**src/rtl/host_bus_responder_pkg.sv**
```systemverilog
// Shared state encoding and default widths for the host bus responder.
package host_bus_responder_pkg;

    localparam int unsigned ADDR_WIDTH_DEF  = 6;
    localparam int unsigned DATA_WIDTH_DEF  = 16;
    localparam int unsigned SYNC_STAGES_DEF = 2;

    typedef enum logic [2:0] {
        IDLE      = 3'd0,
        RD_FETCH  = 3'd1,
        RD_DRIVE  = 3'd2,
        WR_WAIT   = 3'd3,
        WR_COMMIT = 3'd4
    } state_t;

endpackage

```
**src/rtl/host_bus_responder_bus_synchronizer.sv**
```systemverilog
// Multi-flop synchroniser for an active-low asynchronous control line.
// The chain presets to 1 so the line reads inactive out of reset.
module host_bus_responder_bus_synchronizer #(
    parameter int unsigned STAGES = 2
) (
    input  logic clk,
    input  logic reset,
    input  logic d,
    output logic q
);

    logic [STAGES-1:0] chain;

    // Shift the asynchronous input through the chain; preset to inactive.
    always_ff @(posedge clk or posedge reset) begin
        if (reset) begin
            chain <= '1;
        end else begin
            chain <= {chain[STAGES-2:0], d};
        end
    end

    assign q = chain[STAGES-1];

endmodule

```
**src/rtl/host_bus_responder.sv**
```systemverilog
// Responder for the asynchronous host CPU bus: synchronises the control
// strobes and turns each bus cycle into one register-file read or write pulse.
// SYNC_STAGES must be 2 or more.
module host_bus_responder
    import host_bus_responder_pkg::*;
#(
    parameter int unsigned ADDR_WIDTH  = ADDR_WIDTH_DEF,
    parameter int unsigned DATA_WIDTH  = DATA_WIDTH_DEF,
    parameter int unsigned SYNC_STAGES = SYNC_STAGES_DEF
) (
    input  logic                  clk,
    input  logic                  reset,
    input  logic                  bus_ncs,
    input  logic                  bus_nrd,
    input  logic                  bus_nwr,
    input  logic [ADDR_WIDTH-1:0] bus_addr,
    input  logic [DATA_WIDTH-1:0] bus_data_in,
    output logic [DATA_WIDTH-1:0] bus_data_out,
    output logic                  bus_data_oe,
    output logic [ADDR_WIDTH-1:0] reg_addr,
    output logic [DATA_WIDTH-1:0] reg_wr_data,
    output logic                  reg_wr_strobe,
    output logic                  reg_rd_strobe,
    input  logic [DATA_WIDTH-1:0] reg_rd_data
);

    logic   ncs_s;
    logic   nrd_s;
    logic   nwr_s;
    logic   rd;
    logic   wr;
    logic   armed;
    state_t state;

    host_bus_responder_bus_synchronizer #(.STAGES(SYNC_STAGES)) u_sync_ncs (
        .clk   (clk),
        .reset (reset),
        .d     (bus_ncs),
        .q     (ncs_s)
    );

    host_bus_responder_bus_synchronizer #(.STAGES(SYNC_STAGES)) u_sync_nrd (
        .clk   (clk),
        .reset (reset),
        .d     (bus_nrd),
        .q     (nrd_s)
    );

    host_bus_responder_bus_synchronizer #(.STAGES(SYNC_STAGES)) u_sync_nwr (
        .clk   (clk),
        .reset (reset),
        .d     (bus_nwr),
        .q     (nwr_s)
    );

    assign rd = !ncs_s && !nrd_s;
    assign wr = !ncs_s && !nwr_s;

    // Bus-cycle FSM; armed gates IDLE so a strobe must be seen idle before it can start a new cycle.
    always_ff @(posedge clk or posedge reset) begin
        if (reset) begin
            state         <= IDLE;
            armed         <= 1'b0;
            bus_data_out  <= '0;
            bus_data_oe   <= 1'b0;
            reg_addr      <= '0;
            reg_wr_data   <= '0;
            reg_wr_strobe <= 1'b0;
            reg_rd_strobe <= 1'b0;
        end else begin
            reg_wr_strobe <= 1'b0;
            reg_rd_strobe <= 1'b0;
            case (state)
                IDLE: begin
                    if (!rd && !wr) begin
                        armed <= 1'b1;
                    end
                    if (armed && rd && !wr) begin
                        armed         <= 1'b0;
                        reg_addr      <= bus_addr;
                        reg_rd_strobe <= 1'b1;
                        state         <= RD_FETCH;
                    end else if (armed && wr && !rd) begin
                        armed <= 1'b0;
                        state <= WR_WAIT;
                    end
                end
                RD_FETCH: begin
                    bus_data_out <= reg_rd_data;
                    bus_data_oe  <= 1'b1;
                    state        <= RD_DRIVE;
                end
                RD_DRIVE: begin
                    if (!rd) begin
                        bus_data_oe <= 1'b0;
                        state       <= IDLE;
                    end
                end
                WR_WAIT: begin
                    if (wr) begin
                        reg_addr    <= bus_addr;
                        reg_wr_data <= bus_data_in;
                    end else begin
                        reg_wr_strobe <= 1'b1;
                        state         <= WR_COMMIT;
                    end
                end
                WR_COMMIT: begin
                    state <= IDLE;
                end
                default: begin
                    state <= IDLE;
                end
            endcase
        end
    end

endmodule

```
**config.mk**
```make
export PLATFORM = sky130hd
export DESIGN_NAME = host_bus_responder
export DESIGN_NICKNAME = d
export VERILOG_FILES = /design/src/rtl/host_bus_responder_pkg.sv /design/src/rtl/host_bus_responder_bus_synchronizer.sv /design/src/rtl/host_bus_responder.sv
export SDC_FILE = /design/constraint.sdc
export NUM_CORES = 1
export LEC_CHECK = 0
export BUFFER_PORTS_ARGS = -buffer_cell sky130_fd_sc_hd__buf_2
export CORE_MARGIN = 2
export CORE_UTILIZATION = 40
export CTS_CLUSTER_DIAMETER = 100
export DETAILED_ROUTE_END_ITERATION = 12
export PLACE_DENSITY = 0.68
export REMOVE_ABC_BUFFERS = 1
export SLEW_MARGIN = 40
export SYNTH_ARGS = -nofsm -noshare
export SYNTH_HDL_FRONTEND = slang
export SYNTH_SLANG_ARGS = --single-unit
```
**constraint.sdc**
```tcl
create_clock -name clk -period 2.1 [get_ports clk]
set_input_delay 0.315 -clock clk [delete_from_list [all_inputs] [get_ports clk]]
set_output_delay 0.315 -clock clk [all_outputs]
set_load 0.01 [all_outputs]
```
==> impl_metrics.toml <==
[global_routing]
grt_usage_pct = 13.2
grt_pass1_wl_mm = 5.55
grt_antenna_before_repair = 0
grt_pass1_vias = 1300
grt_max_degree = 22
overflow = 0

[critical_path]
worstRegToRegCells = 4
endpoint_kind = "register"
cpLargestDelayFamily = "simple AND/OR/NAND/NOR gates"
cp.arrival_ps = 1920
path_cells = "nor3_1, nand4_2, nand2_4, mux2_2"
cp_slowest_cell = "dfrtp_1"
r2r-start = "state[2]"
critPathMaxStageDelay_ps = 490
path_class = "reg2reg"
worst-path-buf-inv = 0
r2r-end = "reg_addr[5]"
cp.depth = 4
cp.required_ps = 2290
r2r_setup_slack_ps = 370
cp-start-kind = "register"
crit_path_max_fanout = 8

[floorplanning]
coreArea_sq_mm = 0.00469
ios = 84
die-area_sq_mm = 0.00544
std_cell_rows = 25
die_x_um = 73.7
die_y_um = 73.7
start_util_pct = 41.5

[route]
routedWlPerCell_um = 13.0
first_pass_iters = 4
drt-total-wl_mm = 3.45
vias_per_cell = 4.80
initialDrtViolationCount = 75
drc = 0
ant_nets = 0
vias = 1278

[timing]
finalCritPeriodShare_pct = 82.5
relSlewSlack_pct = 69.1
worstMarginPinSlew_ps = 460
hold_viol = 0
drv_slew = 0
rsz0062_at_grt = "no"
skew_ps = 12.1
setup-tns-final_ps = 0
min_period_ps = 1730
max_freq_mhz = 577
finalSetupViolations = 0

[layout]
nets = 254
diodes = 0
syn_to_final_growth_pct = 30.4
num-fill-cells = 413
drive_gt1_share_pct = 66.0
finish.utilization_pct = 54.1

[placed_design]
place.port_buffers = 83
dp_hpwl_mm = 2.57
place.gp.congestion = 0.782

[clocking]
cts_htree_levels = 2
postCtsHoldBufs = 0
post_cts_buffers = 0
cts_tree = "yes"
clk_latency_ps = 300
root_buffer = "clkbuf_8"
clk_pin_slew_ps = 100
cts_made_buffers = 5
clkSinkCount = 51
cts_resized = 0
cts.path.max_buffers = 2

[pwr]
static-leakage-power_nw = 1.26
powerDensity_mw_per_mm2 = 1310
ir_worst_vdd_uv = 666

[synthesis]
synth_seq_cells = 51
syn-cell-area_sq_mm = 0.00195
syn_avg_cell_area_sq_um = 16.1
synthDistinctLibCells = 28
synth_cells = 121
synth-seq-area-share_pct = 66.0
ys_warn_count = 0

[flow_run]
maxCapViolations = 0

[status]
status = "finished, final reports clean"

[min_path]
hold_path_class = "in2async"
[logic make-up after synthesis]
kind of cell,Yosys count,share of synthesized area (%)
flops,51,66.0
xor+xnor,1,0.450
compound gates,9,3.02
simple gates,15,6.56
buf+inv,7,1.99
mux,38,22.0
[synth_stat cells]
| library cell | number | area (sq um) |
|---|---|---|
| dfrtp_1 | 45 | 1130 |
| nor2_1 | 3 | 11.3 |
| o221ai_1 | 1 | 8.76 |
| buf_2 | 1 | 5.00 |
| nand3b_1 | 1 | 7.51 |
| a31oi_1 | 1 | 6.26 |
| nor2_4 | 1 | 11.3 |
| nand4_2 | 1 | 12.5 |
| nand4b_4 | 1 | 23.8 |
| buf_6 | 1 | 11.3 |
| buf_4 | 1 | 7.51 |
| xnor2_1 | 1 | 8.76 |
| nor3_4 | 1 | 16.3 |
| nand2_4 | 1 | 11.3 |
| nor4_1 | 2 | 12.5 |
| a21o_1 | 1 | 7.51 |
| a22o_1 | 1 | 8.76 |
| o21ai_0 | 2 | 10.0 |
| a21oi_1 | 2 | 10.0 |
| dfstp_2 | 6 | 158 |
| o31ai_1 | 1 | 7.51 |
| inv_1 | 4 | 15.0 |
| mux2_1 | 3 | 33.8 |
| nor3_1 | 1 | 5.00 |
| nand2b_1 | 1 | 6.26 |
| mux2_2 | 35 | 394 |
| nand2_1 | 1 | 3.75 |
| and2_1 | 1 | 6.26 |
[sequential cells by signal (all words and copies together), names as in the netlist]
name / flops
bus_data_out: 16
reg_wr_data: 16
reg_addr: 6
state: 3
u_sync_ncs.chain: 2
u_sync_nrd.chain: 2
u_sync_nwr.chain: 2
armed: 1
bus_data_oe: 1
reg_rd_strobe: 1
reg_wr_strobe: 1
[worst max-delay path by stage]
| stage | slack [ps] | startpoint | end |
|---|---|---|---|
| 3_3_place_gp | 440 | state[2] | reg_addr[1] |
| 4_1_cts | 370 | state[2] | reg_addr[5] |
| 5_1_grt | 250 | state[2] | reg_addr[0] |
| 6_report | 370 | state[2] | reg_addr[5] |
| 2_1_floorplan | 540 | state[2] | reg_addr[0] |
| 3_5_place_dp | 380 | state[2] | reg_addr[0] |
[layer usage]
metal  vias up  global-route usage (%)  wire length, um
li1        604                       -                -
met1       635                    16.6             1430
met2        37                    21.1             1850
met3         2                    3.70              141
met4         0                    6.26               27
met5         -                       0                0
[worst reg2reg max path, delay by kind of cell, from the launching register on]
| kind | cells | cell delay [ps] |
|---|---|---|
| mux | 1 | 340 |
| flops | 1 | 490 |
| simple gates | 3 | 790 |
[cells in the final DEF (no fill, tap or decap), types with 2 or more instances in the layout]
master / synthesis / routed
buf_4: 1 / 3
mux2_1: 3 / 3
clkbuf_8: 0 / 5
dfstp_2: 6 / 6
nor2_1: 3 / 3
o21ai_0: 2 / 2
mux2_2: 35 / 35
buf_2: 1 / 83
nor4_1: 2 / 2
dfrtp_1: 45 / 45
a21oi_1: 2 / 2
inv_1: 4 / 3
[final cells by class]
cell class / count / area [sq um] / area share [%]
clock buffer: 6 / 72.6 / 2.86
sequential: 51 / 1280 / 50.6
timing repair buffer: 86 / 438 / 17.3
multi-input combinational: 63 / 623 / 24.6
inverter: 4 / 15.0 / 0.592
tap: 54 / 67.6 / 2.66
clock inverter: 2 / 37.5 / 1.48
[metrics by stage]
step	setup WS [ps]	hold slack, ps	std cells	total power (W)	area, sq um
CTS	369	11.7	266	0.00338	2540
floorplan	536	319	118	0.00221	1920
detailed placement	380	345	258	0.00271	2430
global placement	441	340	258	0.00268	2430
finish	368	2.71	266	0.00332	2540
global route	255	24.1	266	0.00354	2540
[where the power goes]
| part | total [W] | leakage, nW | internal [W] | switching (W) |
|---|---|---|---|---|
| logic | 0.00109 | 0.601 | 0.000593 | 0.000500 |
| clock network | 0.000658 | 0.0514 | 0.000355 | 0.000303 |
| registers | 0.00157 | 0.604 | 0.00136 | 0.000205 |
| total | 0.00332 | 1.26 | 0.00231 | 0.00101 |
Power figures use the tool's default switching activity.
